**config.mk**
```make
export PLATFORM = sky130hd
export DESIGN_NAME = max_frame_reducer
export DESIGN_NICKNAME = d
export VERILOG_FILES = /design/src/rtl/max_frame_reducer.sv
export SDC_FILE = /design/constraint.sdc
export NUM_CORES = 1
export LEC_CHECK = 0
export BUFFER_PORTS_ARGS = -buffer_cell sky130_fd_sc_hd__buf_2
export CAP_MARGIN = 20
export CORE_MARGIN = 2
export CORE_UTILIZATION = 56
export CTS_BUF_LIST = sky130_fd_sc_hd__clkbuf_2 sky130_fd_sc_hd__clkbuf_4 sky130_fd_sc_hd__clkbuf_8
export DETAILED_ROUTE_END_ITERATION = 10
export GPL_ROUTABILITY_DRIVEN = 0
export PLACE_DENSITY = 0.81
export SYNTH_ARGS = -nofsm -noshare
export SYNTH_HDL_FRONTEND = slang
export SYNTH_SLANG_ARGS = --single-unit
```
**constraint.sdc**
```tcl
create_clock -name clk -period 5.2 [get_ports clk]
set_input_delay 0.78 -clock clk [delete_from_list [all_inputs] [get_ports clk]]
set_output_delay 0.78 -clock clk [all_outputs]
set_load 0.02 [all_outputs]
```
**src/rtl/max_frame_reducer.sv**
```systemverilog
// max_frame_reducer
// Folds a valid/ready stream of unsigned samples into a running maximum and
// reports one maximum (plus sample count) per frame of FRAME_LEN samples, or
// per shorter frame when flush closes it early.
// Optional build macro: MAX_FRAME_REDUCER_INDEX_EN adds out_idx, the 0-based
// position of the first sample in the frame that equals out_max.
module max_frame_reducer #(
    parameter int WIDTH     = 8,
    parameter int FRAME_LEN = 16,
    parameter int CNT_W     = $clog2(FRAME_LEN + 1)
) (
    input  logic             clk,
    input  logic             rst,
    input  logic             in_valid,
    output logic             in_ready,
    input  logic [WIDTH-1:0] in_data,
    input  logic             flush,
    output logic             out_valid,
    input  logic             out_ready,
    output logic [WIDTH-1:0] out_max,
    output logic [CNT_W-1:0] out_count
`ifdef MAX_FRAME_REDUCER_INDEX_EN
    ,
    output logic [CNT_W-1:0] out_idx
`endif
);

    typedef enum logic [1:0] {
        IDLE = 2'd0,
        ACC  = 2'd1,
        HOLD = 2'd2
    } state_t;

    localparam logic [CNT_W-1:0] FRAME_LEN_C = CNT_W'(FRAME_LEN);
    localparam logic [CNT_W-1:0] ONE_C       = CNT_W'(1);

    state_t           state_reg, state_next;
    logic [WIDTH-1:0] max_reg, max_next;
    logic [CNT_W-1:0] cnt_reg, cnt_next;
    logic [WIDTH-1:0] out_max_reg;
    logic [CNT_W-1:0] out_count_reg;
    logic             in_ready_reg;
    logic             load_out;
    logic             accept;
    logic [CNT_W-1:0] cnt_inc;

`ifdef MAX_FRAME_REDUCER_INDEX_EN
    logic [CNT_W-1:0] idx_reg, idx_next;
    logic [CNT_W-1:0] out_idx_reg;
`endif

    // Operand pair and select handed to the downstream combinational max
    // slices: the registered running max, the incoming sample, and the
    // strict-greater decision (ties keep the earlier sample).
    logic [WIDTH-1:0] cmp_a;
    logic [WIDTH-1:0] cmp_b;
    logic             cmp_sel;
    logic [WIDTH-1:0] max_sel;

    assign cmp_a   = max_reg;
    assign cmp_b   = in_data;
    assign cmp_sel = (cmp_b > cmp_a);

    // Per-bit select between the held maximum and the new sample.
    generate
        for (genvar gi = 0; gi < WIDTH; gi++) begin : g_max_sel
            assign max_sel[gi] = cmp_sel ? cmp_b[gi] : cmp_a[gi];
        end
    endgenerate

    // in_ready is purely registered so out_ready never reaches it combinationally.
    assign accept  = in_valid & in_ready_reg;
    assign cnt_inc = cnt_reg + ONE_C;

    // Next-state logic: accumulate samples, close the frame on length or flush,
    // and release the held result on the output handshake.
    always_comb begin
        state_next = state_reg;
        max_next   = max_reg;
        cnt_next   = cnt_reg;
        load_out   = 1'b0;
`ifdef MAX_FRAME_REDUCER_INDEX_EN
        idx_next   = idx_reg;
`endif
        case (state_reg)
            IDLE: begin
                // flush with an empty frame is ignored: no empty results.
                if (accept) begin
                    max_next   = in_data;
                    cnt_next   = ONE_C;
                    state_next = ACC;
`ifdef MAX_FRAME_REDUCER_INDEX_EN
                    idx_next   = '0;
`endif
                end
            end
            ACC: begin
                if (accept) begin
                    max_next = max_sel;
                    cnt_next = cnt_inc;
`ifdef MAX_FRAME_REDUCER_INDEX_EN
                    if (cmp_sel) begin
                        idx_next = cnt_reg;
                    end
`endif
                end
                // A sample accepted alongside flush is folded in before closing.
                if ((accept && (cnt_inc == FRAME_LEN_C)) || flush) begin
                    state_next = HOLD;
                    load_out   = 1'b1;
                end
            end
            HOLD: begin
                if (out_ready) begin
                    state_next = IDLE;
                    max_next   = '0;
                    cnt_next   = '0;
`ifdef MAX_FRAME_REDUCER_INDEX_EN
                    idx_next   = '0;
`endif
                end
            end
            default: begin
                state_next = IDLE;
                max_next   = '0;
                cnt_next   = '0;
`ifdef MAX_FRAME_REDUCER_INDEX_EN
                idx_next   = '0;
`endif
            end
        endcase
    end

    // State, running max and counter registers.
    always_ff @(posedge clk) begin
        if (rst) begin
            state_reg <= IDLE;
            max_reg   <= '0;
            cnt_reg   <= '0;
        end else begin
            state_reg <= state_next;
            max_reg   <= max_next;
            cnt_reg   <= cnt_next;
        end
    end

    // in_ready is low through reset, low while a result is held, and rises
    // only the cycle after the handshake that frees the block.
    always_ff @(posedge clk) begin
        if (rst) begin
            in_ready_reg <= 1'b0;
        end else begin
            in_ready_reg <= (state_next != HOLD);
        end
    end

    // Result registers: captured on the transition into HOLD and held stable
    // until the downstream handshake.
    always_ff @(posedge clk) begin
        if (rst) begin
            out_max_reg   <= '0;
            out_count_reg <= '0;
        end else if (load_out) begin
            out_max_reg   <= max_next;
            out_count_reg <= cnt_next;
        end
    end

`ifdef MAX_FRAME_REDUCER_INDEX_EN
    // Position of the first maximum within the frame and its reported copy.
    always_ff @(posedge clk) begin
        if (rst) begin
            idx_reg     <= '0;
            out_idx_reg <= '0;
        end else begin
            idx_reg <= idx_next;
            if (load_out) begin
                out_idx_reg <= idx_next;
            end
        end
    end

    assign out_idx = out_idx_reg;
`endif

    assign in_ready  = in_ready_reg;
    assign out_valid = (state_reg == HOLD);
    assign out_max   = out_max_reg;
    assign out_count = out_count_reg;

endmodule

```
==> results of run 1 <==
==> cells in the mapped netlist (all sizes together) <==
cell	count	share of area [%]
a21o	1	0.51
or3b	1	0.60
nand2	3	0.94
nand4	2	0.86
dfxtp	29	40
a211oi	11	8.7
a311oi	2	1.2
clkbuf	4	1.0
nor3	2	0.68
nor2b	4	1.9
o21bai	1	0.51
and3b	1	0.60
o22ai	1	0.43
nor2	18	4.6
and2b	1	0.51
a41o	1	0.77
inv	12	3.1
mux2	1	0.77
o211ai	2	1.0
ha	11	9.4
or3	1	0.43
nand3	1	0.34
and2	3	1.6
nand2b	1	0.43
nand3b	1	0.51
a21oi	25	8.6
xnor2	1	0.60
o21ai	5	1.7
buf	5	2.5
a22oi	8	4.1
o311a	1	0.68
a32oi	1	0.60
==> worst register-to-register path: stages, from the launching register on <==
cell and delay, ps:
dfxtp_1 350, inv_1 50, ha_1 300, a21oi_1 130, o21ai_0 150, nand2b_1 180
o21ai_1 460, a22oi_1 240, a211oi_2 260
==> worst max path at each step <==
stage	startpoint	end	depth (start not counted)
after floorplan	in_data[1]	out_max[2]	7
after global placement	in_data[1]	out_max[4]	8
after detailed placement	in_data[1]	out_max[4]	8
after CTS	in_data[7]	out_max[4]	8
after global routing	in_data[7]	out_max[2]	8
final	in_data[7]	out_max[4]	8
==> layer usage <==
metal | global-route usage (%) | share of wire [%]
met5 | 0 | 0
met4 | 15.0 | 2.3
met3 | 7.26 | 6.3
met1 | 33.6 | 46
met2 | 39.5 | 45
==> logic make-up (layout without fill, tap and decap cells) <==
family                   count (synthesis)  in the layout  share of synthesized area, %
buffers and inverters                   21             47                          6.59
flip-flops                              29             29                          39.7
XOR/XNOR                                 1              1                         0.599
AO/OA/AOI/OAI                           59             59                          28.9
AND/OR/NAND/NOR                         39             39                          14.0
multiplexers                             1              1                         0.770
adder cells (fa/ha/maj)                 11             11                          9.42
==> power by group <==
| part | internal [mW] | leakage [nW] | total [mW] | switching [mW] |
|---|---|---|---|---|
| sequential | 0.232 | 0.236 | 0.240 | 0.00768 |
| clock | 0.120 | 0.0489 | 0.197 | 0.0774 |
| combinational | 0.0301 | 0.398 | 0.0807 | 0.0507 |
| total | 0.382 | 0.683 | 0.518 | 0.136 |
==> through the flow <==
| step | util (%) | std cells | setup WS [ps] | cell area, um2 | hold WS (ps) |
|---|---|---|---|---|---|
| floorplan | - | 161 | 2860 | 1460 | 499 |
| global placement | 63.9 | 209 | 2590 | 1580 | 499 |
| detailed placement | 63.9 | 209 | 2540 | 1580 | 509 |
| CTS | 67.5 | 217 | 2860 | 1670 | 526 |
| global route | 67.5 | 217 | 2690 | 1670 | 554 |
| finish | 67.5 | 217 | 2820 | 1670 | 519 |
==> cell type report <==
type,instances,share of cell area (%)
multi-input combinational,111,46.9
sequential,29,34.7
timing repair buffer,27,8.08
clock buffer,7,3.52
inverter,12,2.69
tap,30,2.25
clock inverter,1,1.80
==> out/summary.txt, run 1 <==
vias per inst - 5.88
Slowest-stage cell, CP - o21ai_1
Core ar. - 0.00248 mm2
CTS sink cnt - 29
TritonRoute pass-1 iters - 4
leading cell type in the layout, fill and taps excluded - dfxtp_1
most frequent cells in the layout - dfxtp_1 (29), buf_2 (27), a21oi_1 (25), nor2_1 (18), inv_1 (12)
Mapped Cells - 161
first-pass GRT wire length - 5430 um
CP peak stage delay - 460 ps
fin crit share - 45.9%
min Tclk post-route - 2380 ps
buffers plus inverters on the worst setup path - 1
status - finished clean
Tot GR Track Use - 26.2%
worst min-delay path class - register to register
hold path cells - 2
DR DRC count - 0
Pwr per Cell Area - 310 mW/mm2
Initial Util - 59.0%
Pins Over Slew Limit - 0
Reg-to-Reg Start - cmp_a[7]
number of global-route vias before repair - 1,161
wire per inst - 15.6 um
Max Fclk - 419 MHz
Root Buffer - clkbuf_4
# H-tree levels - 2
Die Wd - 55.1 um
port bufs - 27
worst-case vdd ir drop - 0.208 mV
Tightest Pin Transition - 1050 ps
multi-input logic area - 785 um2
RSZ-0062 raised after global routing - false
final WL - 3390 um
Max-Cap Viols - 0
io pins - 28
largest net degree at the start of global routing - 18
startpoint types - primary input
Die Ht - 55.1 um
cts repair resizes - 0
Final Skew - 6.96 ps
initial antenna violation count - 0
total die area - 0.00303 mm2
overall power - 518 uW
critical path peak fanout - 8
Filler cells - 218
share of post-route cells with drive strength above 1 - 26.7%
routed via count - 1,277
Netlist cell types - 39
GRT overflow - 0
Rows - 18
WS Path Type - primary input to register
syn_area_per_cell - 9.08 um2
Critical Path End Type - register
Setup violations, final - 0
Pleak - 0.683 nW
worst skew pair latency - 330 ps
critical path cell sequence - buf_2 -> ha_1 -> a21oi_1 -> o21ai_0 -> nand2b_1 -> o21ai_1 -> a22oi_1 -> a211oi_2
Detailed Place HPWL - 2450 um
postcts setup bufs - 0
CP required - 5460 ps
total CTS buffers - 5
worst r2r path cells - 8
Synthesis Warnings - 0
CTS tree - yes
Hold Buf Count CTS - 0
worst r2r dst - out_max[4]
FF-to-FF setup slack - 3000 ps
Final Hold Vio Count - 0
hold path start - out_count[2]
mapped cell area - 0.00146 mm2
# diodes - 0
Final nets - 210
Yosys reg bits - 29
Post-DRT Antenna Nets - 0
Seq/Total Area, Yosys - 39.7%
Worst Path Arrival - 2650 ps
max_slew headroom - 30.0%
sequential cell area - 581 um2
Hold Crit Endpoint - out_count[2]
Max clock buf depth - 2
CP top delay family - compound AO/OA/AOI/OAI gates
final setup TNS - 0 ps
Syn Nets - 185
area delta synth->final - 14.4%
clk slew on worst S/H paths - 90 ps
DRT iter0 DRCs - 24
(Power assumes the default switching activity.)
==> run 2, diff against run 1 <==
clock period = 2.4 ns   (was 5.2 ns; I/O delays follow)
==> run 2 against run 1 <==
Clock power rose by 56%. Power rose by 94%. Count of clock-buffer cells in the layout did not move. Sequential cell count did not move. Cell count rose by 0.46%. Combinational power rose by 120%. Sequential power rose by 120%. Setup slack got worse by 2600 ps. Clock skew fell by 1.1 ps. Worst hold slack got worse by 150 ps. Sequential share of layout area rose by 0.31 points.
==> out/summary.txt, run 2 (same netlist as run 1, synthesis figures left out) <==
status - finished clean
area delta synth->final - 13.4%
initial antenna violation count - 0 (unchanged)
Final nets - 212 (+0.95%)
Tightest Pin Transition - 474 ps (-574 ps)
leading cell type in the layout, fill and taps excluded - dfxtp_1
Die Ht - 55.1 um (unchanged)
GRT overflow - 0 (unchanged)
clk slew on worst S/H paths - 80 ps (about the same)
final WL - 3260 um (-4.0%)
CTS tree - yes
Pins Over Slew Limit - 0 (unchanged)
port bufs - 27 (unchanged)
postcts setup bufs - 0 (unchanged)
Detailed Place HPWL - 2450 um (+0.32%)
cts repair resizes - 0 (unchanged)
worst r2r path cells - 8 (unchanged)
number of global-route vias before repair - 1,119 (-3.6%)
Final Skew - 5.85 ps (-1.11 ps)
Critical Path End Type - register
Die Wd - 55.1 um (unchanged)
Pwr per Cell Area - 605 mW/mm2 (+95%)
most frequent cells in the layout - dfxtp_1 (29), buf_2 (27), a21oi_1 (25), nor2_1 (18), inv_1 (12)
Root Buffer - clkbuf_4
DR DRC count - 0 (unchanged)
worst r2r dst - out_max[4]
wire per inst - 14.9 um (-4.4%)
Setup violations, final - 0 (unchanged)
DRT iter0 DRCs - 65 (+170%)
beginning of the critical path - cmp_a[1]
total CTS buffers - 5 (unchanged)
Final Util - 66.9% (-0.61 points)
worst min-delay path class - primary input to register
TritonRoute pass-1 iters - 4 (unchanged)
Pleak - 0.678 nW (-0.65%)
CP required - 2590 ps (-2870 ps)
Max Fclk - 466 MHz
Worst Path Arrival - 2330 ps (-320 ps)
Reg-to-Reg Start - cmp_a[1]
Initial Util - 59.0% (unchanged)
max_slew headroom - 68.4% (+38 points)
# H-tree levels - 2 (unchanged)
# diodes - 0 (unchanged)
Max clock buf depth - 2 (unchanged)
fin crit share - 89.3%
WS Path Type - register to register
routed via count - 1,267 (-0.78%)
CTS sink cnt - 29 (unchanged)
Flop pwr share - 51.7% (+5.4 points)
Post-DRT Antenna Nets - 0 (unchanged)
RSZ-0062 raised after global routing - false
total die area - 0.00303 mm2 (unchanged)
crit path to - out_max[4]
clock power share - 30.6% (-7.5 points)
switching part of the total - 28.2% (+1.9 points)
Rows - 18 (unchanged)
Hold Buf Count CTS - 0 (unchanged)
Final Hold Vio Count - 0 (unchanged)
first-pass GRT wire length - 5190 um (-4.5%)
worst-case vdd ir drop - 0.454 mV (+120%)
Max-Cap Viols - 0 (unchanged)
Core ar. - 0.00248 mm2 (unchanged)
final setup TNS - 0 ps (unchanged)
largest net degree at the start of global routing - 18 (unchanged)
share of post-route cells with drive strength above 1 - 27.1% (+0.39 points)
critical path peak fanout - 8 (unchanged)
FF-to-FF setup slack - 260 ps (-2740 ps)
vias per inst - 5.81 (-1.2%)
min Tclk post-route - 2140 ps
worst skew pair latency - 310 ps (-20 ps)
Switch Pwr - 282 uW (+110%)
Tot GR Track Use - 24.2% (-2.0 points)
Comb pwr share - 17.7% (+2.1 points)
Power Internal - 721 uW (+89%)
io pins - 28 (unchanged)
startpoint types - register
## run 2: worst min-delay path by stage
stage / startpoint / to / slack, ps / cells past startpoint
after global placement: out_count[2] / out_count[2] / 500 / 2
after global routing: in_data[7] / cmp_a[7] / 370 / 3
after detailed placement: out_count[2] / out_count[2] / 520 / 2
after floorplan: cmp_a[2] / cmp_a[2] / 500 / 2
final: in_data[7] / cmp_a[7] / 370 / 3
after CTS: in_data[7] / cmp_a[7] / 360 / 3
## run 2: area by class of cell
| type | instances | area (um2) |
|---|---|---|
| fillers | 215 | 821 |
| multi-input cells | 111 | 785 |
| flip-flops and latches | 29 | 581 |
| repair buffers | 29 | 150 |
| clock buffers | 7 | 58.8 |
| inverters | 12 | 45.0 |
| well taps | 30 | 37.5 |
## run 2: critical path, cell delays in order, from the launching register on
cell and delay [ps]:
dfxtp_1 340, inv_1 50, ha_1 300, nor2b_1 140, o211ai_1 150, a21oi_1 100
o311a_1 470, a22oi_1 360, a211oi_2 110
## run 2: routing by layer
| metal | vias to the layer above | wire, um | track usage, % |
|---|---|---|---|
| met4 | 0 | 13 | 6.10 |
| met5 | - | 0 | 0 |
| met3 | 2 | 240 | 5.65 |
| met2 | 45 | 1440 | 38.1 |
| met1 | 586 | 1560 | 33.6 |
| li1 | 634 | - | - |
## run 2: metrics by stage
stage / cells / total power [mW] / hold slack (ps) / setup WS (ps) / cell area (um2)
finish: 218 / 1.00 / 365 / 256 / 1660
global route: 218 / 1.04 / 371 / 141 / 1660
CTS: 218 / 1.00 / 360 / 253 / 1660
detailed placement: 211 / 0.706 / 515 / 117 / 1600
global placement: 211 / 0.695 / 502 / 208 / 1600
floorplan: 161 / 0.653 / 499 / 477 / 1460
## run 2: power by group through the flow
| stage | Combinational [mW] | Sequential (mW) | Clock (mW) |
|---|---|---|---|
| 6_report | 0.177 | 0.519 | 0.307 |
| 5_1_grt | 0.196 | 0.522 | 0.325 |
| 4_1_cts | 0.176 | 0.519 | 0.309 |
| 3_5_place_dp | 0.176 | 0.530 | 0 |
| 3_3_place_gp | 0.166 | 0.529 | 0 |
| 2_1_floorplan | 0.115 | 0.538 | 0 |
